### src/rtl/pe_ws_os.sv
// Systolic int8 MAC processing element with weight-stationary and output-stationary
// dataflows, optional saturating accumulation and an OS result drain FIFO.
module pe_ws_os #(
  parameter int ROW_ID               = 0,
  parameter int SYSTOLIC_ARRAY_WIDTH = 16,
  parameter int DATA_WIDTH_IN        = 8,
  parameter int DATA_WIDTH_ACCUM     = 32,
  parameter int SATURATE             = 1,
  parameter int DRAIN_DEPTH          = 2,
  localparam int IW = $clog2(SYSTOLIC_ARRAY_WIDTH)
) (
  input  logic                        clk,
  input  logic                        rst_n,
  input  logic                        pe_enabled,
  input  logic                        pe_mode,
  input  logic                        pe_valid_in,
  input  logic                        pe_switch_in,
  input  logic                        pe_last_in,
  input  logic [DATA_WIDTH_IN-1:0]    pe_input_in,
  input  logic                        pe_accept_w_in,
  input  logic [DATA_WIDTH_IN-1:0]    pe_weight_in,
  input  logic [IW-1:0]               pe_index_in,
  input  logic [DATA_WIDTH_ACCUM-1:0] pe_psum_in,
  input  logic                        pe_psum_valid_in,
  output logic [DATA_WIDTH_IN-1:0]    pe_input_out,
  output logic                        pe_valid_out,
  output logic                        pe_switch_out,
  output logic                        pe_last_out,
  output logic [DATA_WIDTH_IN-1:0]    pe_weight_out,
  output logic [IW-1:0]               pe_index_out,
  output logic                        pe_accept_w_out,
  output logic [DATA_WIDTH_ACCUM-1:0] pe_psum_out,
  output logic                        pe_psum_valid_out,
  output logic                        pe_sat_flag,
  output logic                        pe_drain_ovf
);
  localparam int DW = DATA_WIDTH_IN;
  localparam int AW = DATA_WIDTH_ACCUM;
  localparam int PW = 2 * DW;
  localparam int CW = $clog2(DRAIN_DEPTH + 1);
  localparam logic [AW-1:0] SMAX    = {1'b0, {(AW-1){1'b1}}};
  localparam logic [AW-1:0] SMIN    = {1'b1, {(AW-1){1'b0}}};
  localparam logic [CW-1:0] DEPTH_C = CW'(DRAIN_DEPTH);
  localparam logic [IW-1:0] ROW_C   = IW'(ROW_ID);

  typedef struct packed {
    logic [DW-1:0]                  east_data;
    logic                           east_valid;
    logic                           east_switch;
    logic                           east_last;
    logic [DW-1:0]                  south_weight;
    logic [IW-1:0]                  south_index;
    logic                           south_accept;
    logic [AW-1:0]                  psum;
    logic                           psum_valid;
    logic                           sat;
    logic                           drain_ovf;
    logic [DW-1:0]                  w_active;
    logic [DW-1:0]                  w_inactive;
    logic [AW-1:0]                  acc;
    logic [DRAIN_DEPTH-1:0][AW-1:0] fifo;
    logic [CW-1:0]                  cnt;
  } st_t;

  st_t  st;
  logic mode_q;

  // Returns {saturated, result}; the flag is only raised when clamping is enabled.
  function automatic logic [AW:0] sat_add(input logic [AW-1:0] a, input logic [AW-1:0] b);
    logic [AW:0] s;
    s = {a[AW-1], a} + {b[AW-1], b};
    if (SATURATE != 0 && s[AW] != s[AW-1]) return {1'b1, s[AW] ? SMIN : SMAX};
    return {1'b0, s[AW-1:0]};
  endfunction

  logic signed [PW-1:0] prod_ws, prod_os;
  logic [AW:0]          ws_res, os_res;
  logic                 fire, push_own, push_up, match;

  assign prod_ws  = $signed(pe_input_in) * $signed(st.w_active);
  assign prod_os  = $signed(pe_input_in) * $signed(pe_weight_in);
  assign ws_res   = sat_add({{(AW-PW){prod_ws[PW-1]}}, prod_ws}, pe_psum_in);
  assign os_res   = sat_add(st.acc, {{(AW-PW){prod_os[PW-1]}}, prod_os});
  assign fire     = pe_valid_in & pe_accept_w_in;
  assign push_own = mode_q & fire & pe_last_in;
  assign push_up  = mode_q & pe_psum_valid_in;
  assign match    = pe_accept_w_in && (pe_index_in == ROW_C);

  // Pop first, then own result, then upstream; free slots counted after the pop.
  logic [DRAIN_DEPTH-1:0][AW-1:0] fifo_n;
  logic [CW-1:0]                  cnt_n;
  logic                           drop;
  always_comb begin
    fifo_n = st.fifo;
    cnt_n  = st.cnt;
    drop   = 1'b0;
    if (st.cnt != '0) begin
      for (int i = 0; i < DRAIN_DEPTH - 1; i++) fifo_n[i] = st.fifo[i+1];
      cnt_n = st.cnt - 1'b1;
    end
    if (push_own) begin
      if (cnt_n == DEPTH_C) drop = 1'b1;
      else begin
        for (int i = 0; i < DRAIN_DEPTH; i++) if (cnt_n == CW'(i)) fifo_n[i] = os_res[AW-1:0];
        cnt_n = cnt_n + 1'b1;
      end
    end
    if (push_up) begin
      if (cnt_n == DEPTH_C) drop = 1'b1;
      else begin
        for (int i = 0; i < DRAIN_DEPTH; i++) if (cnt_n == CW'(i)) fifo_n[i] = pe_psum_in;
        cnt_n = cnt_n + 1'b1;
      end
    end
  end

  always_ff @(posedge clk or negedge rst_n) begin
    if (!rst_n) begin
      st     <= '0;
      mode_q <= 1'b0;
    end else if (!pe_enabled) begin
      st     <= '0;
      mode_q <= pe_mode;
    end else begin
      st.east_data    <= pe_input_in;
      st.east_valid   <= pe_valid_in;
      st.east_switch  <= pe_switch_in;
      st.east_last    <= pe_last_in;
      st.south_weight <= pe_weight_in;
      st.south_index  <= pe_index_in;
      if (!mode_q) begin
        st.psum         <= pe_valid_in ? ws_res[AW-1:0] : pe_psum_in;
        st.psum_valid   <= pe_valid_in | pe_psum_valid_in;
        st.south_accept <= pe_accept_w_in && !match;
        if (pe_valid_in && ws_res[AW]) st.sat <= 1'b1;
        // Switch takes the pre-edge inactive bank even if a capture lands this cycle.
        if (pe_switch_in) st.w_active <= st.w_inactive;
        if (match) st.w_inactive <= pe_weight_in;
      end else begin
        st.south_accept <= pe_accept_w_in;
        if (fire) begin
          st.acc <= pe_last_in ? '0 : os_res[AW-1:0];
          if (os_res[AW]) st.sat <= 1'b1;
        end
        if (st.cnt != '0) begin
          st.psum       <= st.fifo[0];
          st.psum_valid <= 1'b1;
        end else begin
          st.psum_valid <= 1'b0;
        end
        st.fifo <= fifo_n;
        st.cnt  <= cnt_n;
        if (drop) st.drain_ovf <= 1'b1;
      end
    end
  end

  assign pe_input_out      = st.east_data;
  assign pe_valid_out      = st.east_valid;
  assign pe_switch_out     = st.east_switch;
  assign pe_last_out       = st.east_last;
  assign pe_weight_out     = st.south_weight;
  assign pe_index_out      = st.south_index;
  assign pe_accept_w_out   = st.south_accept;
  assign pe_psum_out       = st.psum;
  assign pe_psum_valid_out = st.psum_valid;
  assign pe_sat_flag       = st.sat;
  assign pe_drain_ovf      = st.drain_ovf;
endmodule

### config.mk
export PLATFORM = sky130hd
export DESIGN_NAME = pe_ws_os
export DESIGN_NICKNAME = d
export VERILOG_FILES = /design/src/rtl/pe_ws_os.sv
export SDC_FILE = /design/constraint.sdc
export NUM_CORES = 1
export LEC_CHECK = 0
export ABC_AREA = 1
export CELL_PAD_IN_SITES_DETAIL_PLACEMENT = 1
export CELL_PAD_IN_SITES_GLOBAL_PLACEMENT = 2
export CORE_ASPECT_RATIO = 1.2
export CORE_MARGIN = 2
export CORE_UTILIZATION = 35
export DETAILED_ROUTE_END_ITERATION = 10
export GPL_ROUTABILITY_DRIVEN = 0
export GPL_TIMING_DRIVEN = 0
export PLACE_DENSITY_LB_ADDON = 0.1
export REMOVE_ABC_BUFFERS = 1
export SETUP_SLACK_MARGIN = 0.15
export SLEW_MARGIN = 20
export SYNTH_ARGS = -nofsm -noshare
export SYNTH_HDL_FRONTEND = slang
export SYNTH_SLANG_ARGS = --single-unit
### constraint.sdc
create_clock -name clk -period 7.9 [get_ports clk]
set_input_delay 1.185 -clock clk [delete_from_list [all_inputs] [get_ports clk]]
set_output_delay 1.185 -clock clk [all_outputs]
set_load 0.01 [all_outputs]
==> summary.md <==
| Metric | Value |
|---|---|
| Die Ht | 286 um |
| Final period utilization | a little over 90% |
| Post-Route Skew | 18.4 ps |
| Crit path kind | input pin to flip-flop |
| Total grt overflow | 0 |
| Clock sink total | about 170 |
| Synth cell count leaders | nand2_1, inv_1, fa_1 |
| Clock buffer depth | 2 |
| Pre-Repair DR Iteration Count | 7 |
| Top-area cell type share of the netlist area | approximately a quarter |
| Clock-pin slew on the worst setup and hold paths | approximately 80 ps |
| #FFs+latches synth | 174 |
| Final Net Count | roughly 3700 |
| Post-synth EDFFs | 0 |
| Max cap viols | 0 |
| # placed instances | ~4000 |
| Hold Path Class | flip-flop to flip-flop |
| Fin util | 39.4% |
| Die ar. | 0.0684 mm2 |
| Worst Tran Pin Value | 1060 ps |
| Status | finished, final reports clean |
| YS warnings | 0 |
| Register area share after synthesis | between 10% and 20% |
| Yosys top cell by area | fa_1 |
| Vias per cell | 4.92 |
| Detailed-route DRC error count | 0 |
| Synth unique cells | between 50 and 60 |
| Hold Fails Final Rpt | 0 |
| Hpwl dp | 61700 um |
| Worst EP required | slightly above 8000 ps |
| Largest net degree at the start of global routing | 80 |
| ANT cells | 0 |
| Initial antenna violation count | 0 |
| CP startpoint kind | input pin |
| Synth area leaders | fa_1, dfrtp_1, nand2_1 |
| Worst Setup End Kind | flip-flop |
| H-tree Lvls | 4 |
| Core area | approximately 0.066 mm2 |
| Synthesis-to-layout area growth | 11.7% |
| I/O pins | between 100 and 150 |
| Mapped Avg Cell Area | 7.36 um2 |
| Asr flop ratio synth | 100% |
| Worst skew pair latency | approximately 470 ps |
| CTS root buf | clkbuf_16 |
| GRT Total Usage | between 20 and 25% |
| Worst hold slack | 492 ps |
| Post-Syn Instances | about 3200 |
| Detailed-route wire length | 79600 um |
| Fin crit period | 7370 ps |
| Relative slew slack | 29.0% |
| Vias | roughly 20000 |
| Wire per inst | 19.7 um |
| Syn Std Cell Area | 0.0232 mm2 |
| CTS tree | built |
| Fillers | 8159 |
| Fin. max-slew vios | 0 |
| Final ANT Viol Nets | 0 |
| PnR worst setup slack | 526 ps |
| Vias in the first global route | 21968 |
| Top-count cell post-synth | nand2_1 |
| Register Area | 0.00435 mm2 |
| Rows | between 100 and 150 |
| Setup WS pre-CTS | -3270 ps |
| Starting Density | around a third |
| Share of cells above drive strength 1 | 8.79% |
| Wire length of the first global-routing pass | 127000 um |
| R2r setup slk | between 900 and 1000 ps |
| FMAX | roughly 0.14 GHz |
| CP max stage cell | fa_2 |
| WP data arrival | 7730 ps |
| 1st-iter DRT viols | 815 |
| RSZ-0062 raised after global routing | no |
| Buffers added on ports | 119 |
| Finished Layout Cells | just over 4000 |
| Final setup vio count | 0 |
| Synth Flop Type | dfrtp_1 |
| Multi-input logic area | 0.0155 mm2 |
| Chip Width | between 200 and 250 um |
| CP max FO | 9 |
| Crit path largest cell delay | 690 ps |
| Total CTS buffers | 17 |
| CP most frequent cell | nand2_1 |
[sequential cells by signal (all words and copies together), names as in the netlist]
register           count
st                   114
pe_psum_valid_out      1
pe_index_out           4
pe_weight_out          8
pe_switch_out          1
pe_accept_w_out        1
mode_q                 1
pe_drain_ovf           1
pe_last_out            1
pe_input_out           8
pe_sat_flag            1
pe_psum_out           32
pe_valid_out           1
[logic make-up after synthesis]
group                      count (synthesis)  synth area share (%)
and+or+nand+nor                         1295                  23.7
buffers and inverters                    857                  15.4
adders and majority gates                432                  32.3
AOI/OAI and AO/OA                        383                  9.25
DFF                                      174                  18.8
xor gates and xnor gates                  14                 0.528
[timing repair]
item                       CTS  global route
buffers inserted            25            17
resized for setup           53            39
pin swaps                    4             5
cloned                       5             0
hold buffers                 0             0
setup endpoints to repair  129           126
[worst paths after layout]
path	endpoint	depth (start not counted)	start
worst max register to register	pe_psum_out[22]	29	st[109]
max in group asynchronous	pe_accept_w_out	3	rst_n
worst min-delay path	st[64]	2	st[64]
worst min register to register	st[64]	2	st[64]
min in group asynchronous	pe_drain_ovf	1	rst_n
worst max-delay path	st[5]	30	pe_weight_in[3]
[metal layers]
layer,part of all wire (%),GRT usage (%)
met4,2.0,5.50
met3,2.0,2.10
met5,0,0
met1,44,31.2
met2,52,43.4
[placed cells by master (no fill, tap or decap), drive strengths merged, types with 2 or more instances in the layout]
cell,n
a211oi,2
a21o,4
a21oi,168
and2,9
buf,58
clkbuf,31
clkdlybuf4s50,100
clkinv,8
clkinvlp,7
dfrtp,174
fa,280
ha,152
inv,689
nand2,920
nand3,156
nand3b,2
nand4,24
nor2,155
nor3,13
o21a,2
o21ai,160
o21bai,8
o221a,2
o22ai,35
or2,18
xnor2,9
xor2,5
[layout make-up]
cell class / instances / area share [%]
Clock buffer: 17 / 1.64
Timing Repair inverter: 1 / 0.0290
Tap cell: 840 / 4.06
Inverter: 688 / 10.1
Sequential cell: 174 / 16.8
Clock inverter: 15 / 0.618
Timing Repair Buffer: 173 / 7.03
Multi-Input combinational cell: 2128 / 59.7
[worst max-delay path: cells and delay by family]
family,cells,cell delay [ps]
fa+ha+maj,7,3100
buf+inv,7,1190
simple gates,13,1750
compound gates,2,310
xor+xnor,1,160
[through the flow]
step / TNS (ps) / area (um2)
after global placement: -843710 / 24500
after detailed placement: -337400 / 24800
after floorplan: 0 / 22200
after global routing: 0 / 25900
final: 0 / 25900
after CTS: 0 / 25800
Power is left out: the tool's default activity adds up to more than one toggle a clock period on the data nets, which glitch-free logic cannot reach.
